## config.mk

```make
export PLATFORM = sky130hd
export DESIGN_NAME = dti_uart_rx
export DESIGN_NICKNAME = d
export VERILOG_FILES = /design/src/rtl/dti_uart_rx_pkg.sv /design/src/rtl/dti_uart_baud_tick.sv /design/src/rtl/dti_uart_rx.sv
export SDC_FILE = /design/constraint.sdc
export NUM_CORES = 1
export LEC_CHECK = 0
export ABC_AREA = 1
export BUFFER_PORTS_ARGS = -buffer_cell sky130_fd_sc_hd__buf_2
export CORE_ASPECT_RATIO = 0.9
export CORE_UTILIZATION = 60
export CTS_BUF_LIST = sky130_fd_sc_hd__clkbuf_4
export DETAILED_ROUTE_END_ITERATION = 16
export GPL_TIMING_DRIVEN = 0
export PLACE_DENSITY = 0.82
export SYNTH_ARGS = -nofsm -noshare
export SYNTH_HDL_FRONTEND = slang
export SYNTH_SLANG_ARGS = --single-unit
```

## constraint.sdc

```tcl
create_clock -name uart_clk -period 2.3 [get_ports uart_clk]
set_clock_uncertainty 0.2 [all_clocks]
set_input_delay 0 -clock uart_clk [delete_from_list [all_inputs] [get_ports uart_clk]]
set_output_delay 0 -clock uart_clk [all_outputs]
set_load 0.02 [all_outputs]
```

## src/rtl/dti_uart_rx_pkg.sv

```systemverilog
// rtl/dti_uart_rx_pkg.sv - shared types and constants for the dti_uart_rx receiver
package dti_uart_rx_pkg;

  localparam int DEFAULT_OVS = 16;

  localparam logic [1:0] DATA_BITS_5 = 2'b00;
  localparam logic [1:0] DATA_BITS_6 = 2'b01;
  localparam logic [1:0] DATA_BITS_7 = 2'b10;
  localparam logic [1:0] DATA_BITS_8 = 2'b11;

  typedef enum logic [2:0] {
    ST_IDLE,
    ST_START,
    ST_DATA,
    ST_PARITY,
    ST_STOP
  } rx_state_t;

  // Index of the last data bit of a frame, i.e. data bit count minus one.
  function automatic logic [2:0] last_data_idx(input logic [1:0] data_bits);
    case (data_bits)
      DATA_BITS_5: return 3'd4;
      DATA_BITS_6: return 3'd5;
      DATA_BITS_7: return 3'd6;
      DATA_BITS_8: return 3'd7;
      default:     return 3'd7;
    endcase
  endfunction

endpackage

```

## src/rtl/dti_uart_baud_tick.sv

```systemverilog
// rtl/dti_uart_baud_tick.sv - oversample tick generator, one tick every cfg_div+1 clocks
module dti_uart_baud_tick #(
  parameter int DIV_W = 16
) (
  input  logic             clk,
  input  logic             rst_n,
  input  logic             en,
  input  logic [DIV_W-1:0] cfg_div,
  output logic             tick
);

  logic [DIV_W-1:0] div_cnt;

  always_ff @(posedge clk or negedge rst_n) begin
    if (!rst_n) begin
      div_cnt <= '0;
    end else if (!en || (div_cnt == cfg_div)) begin
      div_cnt <= '0;
    end else begin
      div_cnt <= div_cnt + DIV_W'(1);
    end
  end

  assign tick = en && (div_cnt == cfg_div);

endmodule

```

## src/rtl/dti_uart_rx.sv

```systemverilog
// rtl/dti_uart_rx.sv - oversampling UART receiver with valid/ready output and per-frame error flags
// Optional 3-sample majority vote per bit: DTI_UART_RX_MAJORITY_VOTE_EN.
module dti_uart_rx
  import dti_uart_rx_pkg::*;
#(
  parameter int OVS   = DEFAULT_OVS,
  parameter int DIV_W = 16
) (
  input  logic             uart_clk,
  input  logic             reset_n,
  input  logic             rx_en,
  input  logic [DIV_W-1:0] cfg_div,
  input  logic [1:0]       cfg_data_bits,
  input  logic             cfg_parity_en,
  input  logic             cfg_parity_even,
  input  logic             cfg_stop_2,
  input  logic             uart_rxd,
  output logic [7:0]       rx_data,
  output logic             rx_valid,
  input  logic             rx_ready,
  output logic             parity_err,
  output logic             frame_err,
  output logic             break_det,
  output logic             overrun_err
);

  // One spare bit so the vote variant can count to mid+1 of a full bit.
  localparam int CNT_W = $clog2(OVS) + 1;
  localparam logic [CNT_W-1:0] START_MID = CNT_W'(OVS / 2 - 1);
  localparam logic [CNT_W-1:0] BIT_MID   = CNT_W'(OVS - 1);

  logic [1:0]       sync_q;
  logic             rxd_s;
  logic             tick;

  rx_state_t        state, state_nxt;
  logic [CNT_W-1:0] samp_cnt, samp_cnt_nxt;
  logic [2:0]       bit_cnt, bit_cnt_nxt;
  logic [7:0]       shift_q, shift_nxt;
  logic             par_bit_q, par_bit_nxt;
  logic             par_err_q, par_err_nxt;
  logic             frm_err_q, frm_err_nxt;
  logic             stop_idx_q, stop_idx_nxt;
  logic             frame_done;
  logic             frame_brk;

  logic [CNT_W-1:0] mid_cnt;
  logic             decide;
  logic             bit_val;
  logic             par_exp;

  always_ff @(posedge uart_clk or negedge reset_n) begin
    if (!reset_n) begin
      sync_q <= 2'b11;
    end else begin
      sync_q <= {sync_q[0], uart_rxd};
    end
  end

  assign rxd_s = sync_q[1];

  dti_uart_baud_tick #(
    .DIV_W (DIV_W)
  ) u_baud_tick (
    .clk     (uart_clk),
    .rst_n   (reset_n),
    .en      (rx_en),
    .cfg_div (cfg_div),
    .tick    (tick)
  );

  assign mid_cnt = (state == ST_START) ? START_MID : BIT_MID;

`ifdef DTI_UART_RX_MAJORITY_VOTE_EN
  // Decision lands one tick after mid, so the counter restarts at 1 to keep bit spacing.
  localparam logic [CNT_W-1:0] CNT_RESTART = CNT_W'(1);

  logic [1:0] vote_q;

  always_ff @(posedge uart_clk or negedge reset_n) begin
    if (!reset_n) begin
      vote_q <= '0;
    end else if (tick) begin
      if (samp_cnt == (mid_cnt - CNT_W'(1))) vote_q[0] <= rxd_s;
      if (samp_cnt == mid_cnt)               vote_q[1] <= rxd_s;
    end
  end

  assign decide  = tick && (state != ST_IDLE) && (samp_cnt == (mid_cnt + CNT_W'(1)));
  assign bit_val = (vote_q[0] & vote_q[1]) | (vote_q[0] & rxd_s) | (vote_q[1] & rxd_s);
`else
  localparam logic [CNT_W-1:0] CNT_RESTART = '0;

  assign decide  = tick && (state != ST_IDLE) && (samp_cnt == mid_cnt);
  assign bit_val = rxd_s;
`endif

  // Upper shift bits stay 0 for short frames, so a full-width XOR is safe.
  assign par_exp = (^shift_q) ^ ~cfg_parity_even;

  always_ff @(posedge uart_clk or negedge reset_n) begin
    if (!reset_n) begin
      state      <= ST_IDLE;
      samp_cnt   <= '0;
      bit_cnt    <= '0;
      shift_q    <= '0;
      par_bit_q  <= 1'b0;
      par_err_q  <= 1'b0;
      frm_err_q  <= 1'b0;
      stop_idx_q <= 1'b0;
    end else begin
      state      <= state_nxt;
      samp_cnt   <= samp_cnt_nxt;
      bit_cnt    <= bit_cnt_nxt;
      shift_q    <= shift_nxt;
      par_bit_q  <= par_bit_nxt;
      par_err_q  <= par_err_nxt;
      frm_err_q  <= frm_err_nxt;
      stop_idx_q <= stop_idx_nxt;
    end
  end

  always_comb begin
    state_nxt    = state;
    samp_cnt_nxt = samp_cnt;
    bit_cnt_nxt  = bit_cnt;
    shift_nxt    = shift_q;
    par_bit_nxt  = par_bit_q;
    par_err_nxt  = par_err_q;
    frm_err_nxt  = frm_err_q;
    stop_idx_nxt = stop_idx_q;
    frame_done   = 1'b0;

    if (!rx_en) begin
      state_nxt    = ST_IDLE;
      samp_cnt_nxt = '0;
    end else if (tick) begin
      samp_cnt_nxt = samp_cnt + CNT_W'(1);
      case (state)
        ST_IDLE: begin
          samp_cnt_nxt = '0;
          if (!rxd_s) begin
            state_nxt    = ST_START;
            bit_cnt_nxt  = '0;
            shift_nxt    = '0;
            par_bit_nxt  = 1'b0;
            par_err_nxt  = 1'b0;
            frm_err_nxt  = 1'b0;
            stop_idx_nxt = 1'b0;
          end
        end
        ST_START: begin
          if (decide) begin
            samp_cnt_nxt = bit_val ? '0 : CNT_RESTART;
            state_nxt    = bit_val ? ST_IDLE : ST_DATA;
          end
        end
        ST_DATA: begin
          if (decide) begin
            samp_cnt_nxt       = CNT_RESTART;
            shift_nxt[bit_cnt] = bit_val;
            bit_cnt_nxt        = bit_cnt + 3'd1;
            if (bit_cnt == last_data_idx(cfg_data_bits)) begin
              state_nxt = cfg_parity_en ? ST_PARITY : ST_STOP;
            end
          end
        end
        ST_PARITY: begin
          if (decide) begin
            samp_cnt_nxt = CNT_RESTART;
            par_bit_nxt  = bit_val;
            par_err_nxt  = (bit_val != par_exp);
            state_nxt    = ST_STOP;
          end
        end
        ST_STOP: begin
          if (decide) begin
            samp_cnt_nxt = CNT_RESTART;
            frm_err_nxt  = frm_err_q | ~bit_val;
            if (cfg_stop_2 && !stop_idx_q) begin
              stop_idx_nxt = 1'b1;
            end else begin
              samp_cnt_nxt = '0;
              frame_done   = 1'b1;
              state_nxt    = ST_IDLE;
            end
          end
        end
        default: begin
          state_nxt    = ST_IDLE;
          samp_cnt_nxt = '0;
        end
      endcase
    end
  end

  assign frame_brk = frm_err_nxt && (shift_q == 8'h00) && !par_bit_q;

  // A completed frame is dropped only if the held one is not consumed this cycle.
  always_ff @(posedge uart_clk or negedge reset_n) begin
    if (!reset_n) begin
      rx_data     <= '0;
      rx_valid    <= 1'b0;
      parity_err  <= 1'b0;
      frame_err   <= 1'b0;
      break_det   <= 1'b0;
      overrun_err <= 1'b0;
    end else if (frame_done && rx_valid && !rx_ready) begin
      overrun_err <= 1'b1;
    end else if (frame_done) begin
      rx_data     <= shift_q;
      rx_valid    <= 1'b1;
      parity_err  <= par_err_q;
      frame_err   <= frm_err_nxt;
      break_det   <= frame_brk;
      overrun_err <= 1'b0;
    end else if (rx_valid && rx_ready) begin
      rx_valid    <= 1'b0;
      parity_err  <= 1'b0;
      frame_err   <= 1'b0;
      break_det   <= 1'b0;
      overrun_err <= 1'b0;
    end
  end

endmodule

```

# After elaboration in Yosys (flattened, before gate mapping)
# Index checks and enable logic that the tools add are counted.
# classes
mux,57
reduce_logical,32
n_mul,0
n_eq_ne,24
div_mod_pow,0
bitwise,5
magnitude_cmp,2
addsub,3
n_shift,0
# op_table
op,count
$mux W3,16
$mux W1,22
$ne A3 B3 Y1 const B,7
$mux W5,4
$add A16 B1 Y16 const B,1
$eq A16 B16 Y1,1
$mux W16,1
$mux W8,2
$pmux W8 S2,1
$pmux W3 S5,1
$pmux W3 S4,1
$logic_and A1 B1 Y1,10
$ne A2 B2 Y1 const B,5
$reduce_and A5 Y1,2
$bwmux W8,1
$logic_not A8 Y1,1
$pmux W1 S2,4
$reduce_and A8 Y1,1
$reduce_bool A2 Y1,4
$reduce_xor A8 Y1,1
$eq A3 B2 Y1 const B,2
$pmux W3 S2,1
$reduce_and A6 Y1,1
$reduce_bool A3 Y1,2
24 further kinds,31
# word_totals
mem_bits_rw,0
register_bits,54
wordCells,139
output_inout_bits,13
inputBits,26
n_memories,0
latch_bits,0
mem_bits_ro,0

# Depth between registers and ports, before layout
# Gate-level depths: netlist of run 1.
# depth
ltp_word,14
depth_mapped,14

# Cells and area by module
# Synthesis of run 1 repeated with hierarchy kept, for this count alone.
# hier_totals
cells_unflattened,449
hier_area_um2,3354.5
# modules_own_cells
module,instances,seq_area_each_um2,cells_per_inst,area_each_um2
dti_uart_rx,1,953.4,270,2183.3
dti_uart_baud_tick,1,400.4,179,1171.1

# Worst setup path after synthesis of run 1
# No wires, ideal clock.
# synth_path
path_type,flip-flop to flip-flop
startpoint,register state[1]
endpoint,register shift_q[4]
path_buffers,1
synth_period_minus_slack_ns,1.952
setup_ns,0.121
path_stages_with_launch,11
setup_slack_ns,0.348
required_ns,1.979
arrival_ns,1.631
path_cell_list,dfrtp_1 -> inv_1 -> nand3_2 -> xor2_1 -> nor3b_2 -> nand2_4 -> nand2_2 -> nand2_2 -> buf_6 -> o21bai_1 -> nand2_1
# synth_between
elab_chain_len,6
word_cells_on_any_way,13
# synth_rtl
element,line,text
start: declaration,dti_uart_rx.sv:36,"rx_state_t state, state_nxt;"
start signal: assignment,dti_uart_rx.sv:112,state <= state_nxt;
$eq A3 B1 Y1,dti_uart_rx.sv:72,assign mid_cnt = (state == ST_START) ? START_MID : BIT_MID;
$mux W4,dti_uart_rx.sv:72,
$eq A5 B4 Y1,dti_uart_rx.sv:94,assign decide = tick && (state != ST_IDLE) && (samp_cnt == mid_cnt);
$logic_and A1 B1 Y1,dti_uart_rx.sv:94,
$ne A2 B2 Y1 (no source line),-,
$reduce_and A5 Y1 (no source line),-,
end signal: assignment,dti_uart_rx.sv:115,shift_q <= shift_nxt;
end: declaration,dti_uart_rx.sv:39,"logic [7:0] shift_q, shift_nxt;"
# Parallel ways exist; a longest one is shown, timed or not.
# A chain may end at the register's enable or synchronous reset.

# Worst setup path in the final report of run 1
# layout_path
startpoint,register u_baud_tick.div_cnt[11]
endpoint,register shift_q[7]
# layout_between
elab_chain_len,6
# layout_rtl
element,line,text
start: declaration,dti_uart_baud_tick.sv:12,logic [DIV_W-1:0] div_cnt;
start signal: assignment,dti_uart_baud_tick.sv:20,div_cnt <= div_cnt + DIV_W'(1);
$eq A16 B16 Y1 *,dti_uart_baud_tick.sv:24,assign tick = en && (div_cnt == cfg_div);
$logic_and A1 B1 Y1 *,dti_uart_baud_tick.sv:24,
$logic_and A1 B1 Y1 (2 in series),dti_uart_rx.sv:94,
$ne A2 B2 Y1 (no source line),-,
$reduce_and A5 Y1 (no source line) *,-,
# Mark *: on every way between the ends. The rest lies on a longest branch, timed or not.

==> flow_summary.ini, run 1 <==
[detailed_routing]
postRouteAntennaNets = 0
vias = 2886
remaining_drc_errors = 0
drt_iter0_markers = 144
routed_via_density = 5.247
wl_mm = 7.015
drt_first_pass_iters = 4
post_drt_wl_per_cell_um = 12.75

[global_routing]
grt_usage_pct = 26.48
grt_pass1_wl_mm = 11.35
grt_remaining_overflow = 0
grt_pass1_vias = 2632
antenna_found_initial = 0
grt_max_degree = 55

[layout]
antenna-diode-count = 0
finish.instance_area_um2 = 3787
drive_gt1_share_pct = 23.51
fin_cells = 550
post-route-util_pct = 76.91
syn_to_final_growth_pct = 20.74
nets = 517

[timing]
post-route-min-period_ns = 2.281
fin_crit_sh_pct = 99.18
final-max-slew-violation-count = 0
hold_viol_final = 0
relSlewSlack_pct = 20.18
setup_viol = 0
tightest_slew_ns = 1.197
rsz0062_at_grt = true
fmax_mhz = 438.4
finalWorstSetupSlack_ns = 0.01888

[floorplan]
start_util_pct = 63.69
core_um2 = 4925
ios = 39
die_area_um2 = 5522
die_y_um = 70.60
rows = 24
die_x_um = 78.22

[logic_synthesis]
synth_most_common_cell = nand2_1
synth-seq-cells = 54
yosysUniqueCellTypes = 35
ys_top_cells_by_count = nand2_1 (105), inv_1 (62), dfrtp_1 (52)
syn_area_um2 = 3137
yosysTopAreaCell = dfrtp_1
yosysWarnings = 0
synth-edff-count = 0
seq_area_frac_synth_pct = 43.16
synth_flop_cell = dfrtp_1
synthTopCellsByArea = dfrtp_1 (41%), nand2_1 (13%), inv_1 (7.4%)
ys_async_sr_fraction_pct = 100.0
syn_avg_cell_area_um2 = 7.504
syn-num-nets = 451
synth.top_cell.area_share_pct = 41.48
synth_cells = 418

[worst_setup_path]
path_cells = inv_2 > nand2_1 > nand2_1 > nor2_1 > nand2_1 > nor2_2 > nand2_2 > nor2_4 > buf_6 > nand2_8 > nor2_8 > nand2_4 > buf_6 > o21bai_1 > nand2_1
crit_path_frequent_cell = nand2_1
cp_top_family = simple AND/OR/NAND/NOR gates
critPathBufInv = 3
r2r.worst_path.cells = 15
worstPathMaxFanout = 6
crit_type = reg2reg
setup.worst_path.end_class = flip-flop
critPathArrivalTime_ns = 2.39
required_ns = 2.41
cpPeakStageDelay_ns = 0.41
crit_slowest_cell = dfrtp_1
start_kind = flip-flop
cp_num_cells = 15

[place]
portBuffers = 37
place_area_um2 = 3403
place.gp.congestion = 0.8190
hpwl_mm = 4.909
dp_cells = 520
pre_cts_slack_ns = 0.05094

[clocking]
root_buffer = clkbuf_4
cts_tree = built
path_clk_slew_ns = 0.16
cts_inserted_buffers = 5
clkLatencyLatePin_ns = 0.40
clockBufferDepth = 2
cts_max_level = 2
cts_sinks = 54

[pwr]
max-vdd-ir-drop_v = 0.0004276
power_leakage_nw = 1.870
pwr_density_cell_nw_per_um2 = 488.9

[worst_hold_path]
hp-class = in2reg
hold_depth = 2

[run_status]
status = finished, final reports clean

[flow_run]
maxCapViolCount = 0
==> cells by family (layout without fill, tap and decap cells) <==
kind of cell | after synthesis | count (layout) | share of synthesized area [%]
and+or+nand+nor | 211 | 211 | 30.36
buffers and inverters | 75 | 142 | 9.453
AOI/OAI and AO/OA | 56 | 56 | 10.05
DFF | 54 | 54 | 43.16
xor gates and xnor gates | 15 | 15 | 4.188
adders and majority gates | 7 | 7 | 2.792
==> registers in the layout, indices dropped and copies added (netlist names) <==
register             flops
shift_q                  8
frm_err_q                1
rx_data                  8
par_err_q                1
bit_cnt                  3
rx_valid                 1
par_bit_q                1
samp_cnt                 5
u_baud_tick.div_cnt     16
stop_idx_q               1
state                    3
frame_err                1
parity_err               1
sync_q                   2
break_det                1
overrun_err              1
==> stage by stage <==
stage / setup TNS, ns / power [mW] / hold WS, ns
after global routing: -2.870 / 1.937 / 0.03050
after detailed placement: 0 / 1.371 / -0.09245
final: 0 / 1.852 / 0.03269
after floorplan: 0 / 1.268 / -0.4956
after CTS: 0 / 1.813 / 0.01548
after global placement: 0 / 1.357 / -0.09515
==> cells in the final DEF, fill, tap and decap left out, types with 5 or more instances in the layout <==
| cell type | netlist | final |
|---|---|---|
| nand4_1 | 13 | 13 |
| dlygate4sd3_1 | 0 | 7 |
| buf_6 | 2 | 6 |
| buf_4 | 0 | 11 |
| o21bai_1 | 8 | 8 |
| nand2_1 | 105 | 93 |
| o21ai_1 | 3 | 7 |
| nand3_1 | 15 | 15 |
| nor3_1 | 14 | 12 |
| buf_2 | 0 | 37 |
| xor2_1 | 12 | 12 |
| o21ai_2 | 0 | 5 |
| ha_1 | 7 | 7 |
| a21oi_1 | 9 | 9 |
| nor2_2 | 4 | 7 |
| nand2_2 | 4 | 13 |
| inv_1 | 62 | 61 |
| o21ai_0 | 29 | 20 |
| inv_2 | 6 | 7 |
| nor2_1 | 46 | 41 |
| clkbuf_4 | 0 | 5 |
| dfrtp_1 | 52 | 49 |
==> final cells by class <==
| cell class | count | area [um2] |
|---|---|---|
| flip-flops and latches | 54 | 1358 |
| fillers | 374 | 1137 |
| multi-input cells | 289 | 1607 |
| repair buffers | 59 | 382.9 |
| plain buffers | 6 | 38.79 |
| inverters | 69 | 262.8 |
| well taps | 65 | 81.33 |
| clock buffers | 5 | 37.54 |
| clock inverters | 3 | 20.02 |
==> timing repair <==
action                                  in CTS  in global routing
endpoints found under the hold margin       74                  0
resized for setup                            0                 54
endpoints found under the setup margin       0                 39
hold buffers                                 7                  0
setup buffers                                0                 13
==> path summary, 6_finish.rpt <==
check	startpoint	slack (ns)	endpoint
hold / removal	uart_rxd	0.03	sync_q[0]
min in group asynchronous	reset_n	0.16	u_baud_tick.div_cnt[1]
setup / recovery	u_baud_tick.div_cnt[11]	0.02	shift_q[7]
max in group asynchronous	reset_n	0.93	u_baud_tick.div_cnt[10]
hold reg to reg	sync_q[0]	0.17	sync_q[1]
setup reg to reg	u_baud_tick.div_cnt[11]	0.02	shift_q[7]
==> routing by layer <==
layer,up-vias,global-route usage [%],routed length [um]
met5,-,0,0
met3,7,3.871,254
met4,0,9.053,95
met2,64,42.50,3339
met1,1351,37.16,3325
li1,1464,-,-
==> where the power goes <==
group          internal [mW]  switching (mW)  total, mW  leakage [nW]
sequential             0.979          0.0334       1.01         0.654
clock                  0.120           0.320      0.440        0.0292
combinational          0.126           0.273      0.399          1.19
total                   1.23           0.626       1.85          1.87
Note: power is estimated with default switching activity, not from simulation.
==> inputs of run 2 (changes only) <==
Settings changed: ABC_AREA 1 to 0.
==> flow_summary.ini, run 2 <==
[timing]
post-route-min-period_ns = 2.391
setup_tns_ns = -0.8128
finalWorstSetupSlack_ns = -0.09101
hold_viol_final = 0
fin_crit_sh_pct = 104.0
final-max-slew-violation-count = 0
setup_viol = 13
rsz0062_at_grt = true
fmax_mhz = 418.2
tightest_slew_ns = 1.173
relSlewSlack_pct = 21.77

[logic_synthesis]
synth_xor_area_share_pct = 10.24
synth_most_common_cell = dfrtp_1
yosysWarnings = 0
synth-edff-count = 0
yosysTopAreaCell = dfrtp_1
synth-compound-area-share_pct = 15.38
yosysUniqueCellTypes = 51
synth.mux.area_fraction_pct = 4.555
synth.top_cell.area_share_pct = 43.46
synth_flop_cell = dfrtp_1
syn_area_um2 = 2994
synth-seq-cells = 54
synthTopCellsByArea = dfrtp_1 (43%), xnor2_1 (7.3%), o21ai_0 (4.7%)
synth_fa_ha_area_share_pct = 2.925
syn-num-nets = 337
synth_top_family_by_area = simple AND/OR/NAND/NOR gates
synth-simple-area-share_pct = 17.47
ys_top_cells_by_count = dfrtp_1 (52), o21ai_0 (28), nor2_1 (26)
seq_area_frac_synth_pct = 45.22
synth_cells = 304
ys_async_sr_fraction_pct = 100.0
syn_avg_cell_area_um2 = 9.849

[detailed_routing]
routed_via_density = 5.805
wl_mm = 6.530
post_drt_wl_per_cell_um = 14.94
remaining_drc_errors = 0
drt_first_pass_iters = 5
drt_iter0_markers = 181
postRouteAntennaNets = 0
vias = 2537

[clocking]
cts_sinks = 54
root_buffer = clkbuf_4
clkLatencyLatePin_ns = 0.39
cts_tree = built
cts_max_level = 2
path_clk_slew_ns = 0.15
cts_inserted_buffers = 5
clockBufferDepth = 2

[floorplan]
rows = 24
core_um2 = 4835
die_y_um = 69.02
start_util_pct = 61.93
die_area_um2 = 5277
ios = 39
die_x_um = 76.46

[global_routing]
antenna_found_initial = 0
grt_pass1_vias = 2357
grt_usage_pct = 25.86
grt_pass1_wl_mm = 10.78
grt_remaining_overflow = 0
grt_max_degree = 55

[worst_setup_path]
crit_type = reg2reg
start_kind = flip-flop
worstPathMaxFanout = 6
setup.worst_path.end_class = flip-flop
critPathArrivalTime_ns = 2.48
required_ns = 2.39

[pwr]
pwr_density_cell_nw_per_um2 = 484.3
max-vdd-ir-drop_v = 0.0003922
power_leakage_nw = 1.698
power_mw = 1.774

[place]
place.gp.congestion = 0.8566
portBuffers = 38
hpwl_mm = 4.453
pre_cts_slack_ns = -0.2276

[layout]
antenna-diode-count = 0
nets = 404
largest_register_ffs = 16
top_register = u_baud_tick.div_cnt
syn_to_final_growth_pct = 22.36
drive_gt1_share_pct = 29.03
nFillCells = 328
reg_top3 = u_baud_tick.div_cnt: 16 flops, rx_data: 8 flops, shift_q: 8 flops
mostFrequentLayoutCells = dfrtp_1 (50), buf_2 (40), nor2_1 (26)
layout_commonest_cell = dfrtp_1

[run_status]
violations = setup timing
status = complete, but fails checks

[worst_hold_path]
hp-class = in2reg

[flow_run]
maxCapViolCount = 0
[run 2: cell count changes in the layout (fill, tap and decap cells not counted), moves of 9 or more]
cell     previous run  this run
nand2_1            93        21
nand3_1            15         4
mux2_2              0         9
nor2_1             41        26
nor3_1             12         3
xnor2_1             3        24
inv_1              61        20
nand2_2            13         1
[run 2: cell families after synthesis]
kind of cell	count (synthesis)
AOI/OAI and AO/OA	68
xor gates and xnor gates	35
adders and majority gates	7
buffers and inverters	32
DFF	54
muxes	12
and+or+nand+nor	96
[run 2: path summary, 6_finish.rpt]
check                                       startpoint                endpoint  slack, ns  depth (start not counted)
max in group asynchronous                      reset_n  u_baud_tick.div_cnt[4]       0.94                          2
worst max-delay path            u_baud_tick.div_cnt[1]              rx_data[2]      -0.09                          7
worst max register to register  u_baud_tick.div_cnt[1]              rx_data[2]      -0.09                          7
min in group asynchronous                      reset_n                rx_valid       0.17                          2
worst min-delay path                          uart_rxd               sync_q[0]       0.04                          2
worst min register to register               sync_q[0]               sync_q[1]       0.17                          0
[run 2: power by group]
part,leakage (nW),switching [mW],internal (mW),total [mW]
combinational,0.914,0.0973,0.0729,0.170
clock,0.0528,0.297,0.335,0.632
sequential,0.730,0.0111,0.961,0.972
total,1.70,0.406,1.37,1.77
[run 2: area by class of cell]
type                       count  area (um2)  area share [%]
clock buffer                   5       37.54           1.025
buffer                        11       63.81           1.742
clock inverter                 3       63.81           1.742
timing repair buffer          60       370.4           10.11
sequential                    54        1356           37.02
tap                           65       81.33           2.220
inverter                      20       75.07           2.049
multi-input combinational    219        1615           44.09
[run 2: timing repair]
action                                  CTS  global route
buffers inserted                         10             5
hold endpoints to repair                 64             0
gates resized for setup                   9            39
pin swaps                                 3             8
cloned                                    1             1
hold buffers                              6             0
endpoints found under the setup margin   29            33
[run 2: stage by stage]
stage | instance area (um2) | utilization, % | hold slack (ns) | instances
6_report | 3664 | 75.78 | 0.03980 | 437
5_1_grt | 3664 | 75.78 | 0.02432 | 437
3_5_place_dp | 3266 | 67.55 | -0.09313 | 407
2_1_floorplan | 2994 | - | -0.4956 | 304
4_1_cts | 3536 | 73.14 | 0.03789 | 432
3_3_place_gp | 3266 | 67.55 | -0.09426 | 407
[run 2: worst max-delay path: stages (launching register included)]
cell and delay, ns:
dfrtp_1 0.45, xnor2_1 0.14, nand4_1 0.15, nor4_4 0.41, buf_6 0.19, nand4_4 0.14
nor2_4 0.24, mux2_2 0.36
[run 2: routing by layer]
layer / routed length (um) / share of wire, % / up-vias / GRT usage, %
met1: 2947 / 45 / 1226 / 36.92
met3: 339 / 5.2 / 11 / 4.238
li1: - / - / 1228 / -
met5: 0 / 0 / - / 0
met4: 120 / 1.8 / 0 / 9.402
met2: 3121 / 48 / 72 / 40.04
==> inputs of run 3 (changes only) <==
Settings changed: SYNTH_HIERARCHICAL set to 1.
==> flow_summary.ini, run 3 <==
[detailed_routing]
wl_mm = 12.48
drt_first_pass_iters = 5
remaining_drc_errors = 0
vias = 3339
routed_via_density = 6.842
post_drt_wl_per_cell_um = 25.58
postRouteAntennaNets = 0
drt_iter0_markers = 454

[logic_synthesis]
synth-seq-cells = 54
syn-num-nets = 345
seq_area_frac_synth_pct = 43.30
ys_async_sr_fraction_pct = 100.0
synth_flop_cell = dfrtp_1
syn_area_um2 = 3127
ys_top_cells_by_count = dfrtp_1 (52), xnor2_1 (32), nand2_1 (25)
synth_cells = 312
synth_most_common_cell = dfrtp_1
syn_avg_cell_area_um2 = 10.02
yosysUniqueCellTypes = 57
synth-edff-count = 0
synth.top_cell.area_share_pct = 41.62
yosysTopAreaCell = dfrtp_1
yosysWarnings = 6
synthTopCellsByArea = dfrtp_1 (42%), xnor2_1 (9.0%), mux2_4 (3.4%)

[worst_setup_path]
critPathArrivalTime_ns = 3.20
start_kind = flip-flop
required_ns = 2.42
worstPathMaxFanout = 5
cp-startpoint = u_baud_tick/div_cnt[0]
setup.worst_path.end_class = flip-flop
r2r_start = u_baud_tick/div_cnt[0]
crit_type = reg2reg

[layout]
layout_commonest_cell = dfrtp_1
mostFrequentLayoutCells = dfrtp_1 (44), buf_4 (38), buf_2 (38)
drive_gt1_share_pct = 43.97
antenna-diode-count = 0
reg_top3 = u_baud_tick/div_cnt: 16 flops, rx_data: 8 flops, shift_q: 8 flops
top_register = u_baud_tick/div_cnt
nets = 455
syn_to_final_growth_pct = 44.58
largest_register_ffs = 16
nFillCells = 180
fin_cells = 488

[place]
pre_cts_slack_ns = -0.6549
dp_cells = 415
hpwl_mm = 4.924
place.gp.congestion = 0.8142
portBuffers = 38

[pwr]
max-vdd-ir-drop_v = 0.0003908
power_leakage_nw = 2.009
pwr_density_cell_nw_per_um2 = 358.2
power_mw = 1.619

[flow_run]
maxCapViolCount = 0

[clocking]
clockBufferDepth = 2
root_buffer = clkbuf_4
path_clk_slew_ns = 0.17
cts_inserted_buffers = 5
clkLatencyLatePin_ns = 0.41
cts_sinks = 54
cts_max_level = 2
cts_tree = built

[floorplan]
start_util_pct = 63.49
die_x_um = 78.10
core_um2 = 4925
die_area_um2 = 5505
rows = 24
die_y_um = 70.49
ios = 39

[timing]
tightest_slew_ns = 1.217
fmax_mhz = 324.3
finalWorstSetupSlack_ns = -0.7831
setup_tns_ns = -24.60
post-route-min-period_ns = 3.083
setup_viol = 52
hold_viol_final = 0
relSlewSlack_pct = 18.86
rsz0062_at_grt = true
final-max-slew-violation-count = 0
fin_crit_sh_pct = 134.0
hold_slack_ns = 0.01022

[worst_hold_path]
hp-class = in2reg
hold_start = cfg_data_bits[0]

[global_routing]
grt_remaining_overflow = 0
grt_usage_pct = 40.52
antenna_found_initial = 0
grt_pass1_wl_mm = 16.55
grt_pass1_vias = 3112
grt_max_degree = 55

[run_status]
status = complete, but fails checks
violations = setup timing
==> run 3: cell types whose count changed after synthesis, sizes merged, moves of 5 or more <==
cell and change:
a21oi -5, mux2i +5, nor3 +7, nor4 +8, o21ai -21, o22ai +8, xnor2 +7
==> run 3: cells by family (layout without fill, tap and decap cells) <==
group | count (synthesis) | count (layout) | share of synthesized area, %
flops | 54 | 54 | 43.30
xor+xnor | 38 | 38 | 10.64
buf+inv | 41 | 152 | 6.042
simple gates | 112 | 112 | 19.73
mux | 16 | 16 | 6.323
compound gates | 44 | 44 | 11.17
fa+ha+maj | 7 | 7 | 2.801
==> run 3: stage by stage <==
stage,cell area (um2),utilization (%)
2_1_floorplan,3246,-
3_3_place_gp,3517,71.42
3_5_place_dp,3517,71.42
4_1_cts,4255,86.41
5_1_grt,4521,91.79
6_report,4521,91.79
==> run 3: cell type report <==
cell class | count | area (um2) | area share [%]
flip-flops and latches | 54 | 1364 | 30.17
clock buffers | 5 | 37.54 | 0.8303
well taps | 65 | 81.33 | 1.799
plain buffers | 15 | 135.1 | 2.989
repair buffers | 105 | 813.3 | 17.99
multi-input cells | 217 | 1979 | 43.79
clock inverters | 3 | 20.02 | 0.4428
inverters | 24 | 90.09 | 1.993
==> run 3: critical path, stage by stage, from the launching register on <==
cell and delay, ns:
dfrtp_2 0.48, xnor2_1 0.21, nand4_1 0.18, nor2_1 0.19, and3_4 0.22, buf_4 0.11
buf_6 0.12, buf_6 0.10, nand4b_1 0.20, buf_4 0.22, a2111oi_4 0.28, o21ai_2 0.16
o32ai_2 0.32
==> run 3: worst paths after layout <==
| path | to | slack, ns | cells after the start |
|---|---|---|---|
| setup / recovery | break_det | -0.78 | 12 |
| hold / removal | state[0] | 0.01 | 5 |
| setup reg to reg | break_det | -0.78 | 12 |
| hold reg to reg | sync_q[1] | 0.17 | 0 |
| max in group asynchronous | u_baud_tick/div_cnt[1] | 0.92 | 2 |
| min in group asynchronous | samp_cnt[3] | 0.17 | 2 |
==> run 3: power breakdown <==
part,internal (mW),leakage (nW),switching [mW]
sequential,0.958,0.686,0.00762
clock,0.120,0.0292,0.339
combinational,0.0915,1.29,0.102
total,1.17,2.01,0.449
==> run 3: metal layers <==
layer | vias to the layer above | wire length, um | share of wire [%] | track usage, %
met5 | - | 0 | 0 | 0
met4 | 0 | 813 | 6.5 | 18.72
met3 | 113 | 1450 | 12 | 9.150
met2 | 327 | 5595 | 45 | 64.81
met1 | 1581 | 4621 | 37 | 52.22
li1 | 1318 | - | - | -
==> run 3: timing repair <==
item | in CTS | in global routing
pin swaps | 28 | 31
hold buffers | 9 | 0
gates resized for setup | 54 | 40
gates cloned | 2 | 2
endpoints found under the setup margin | 36 | 52
endpoints found under the hold margin | 81 | 0
setup buffers | 42 | 24
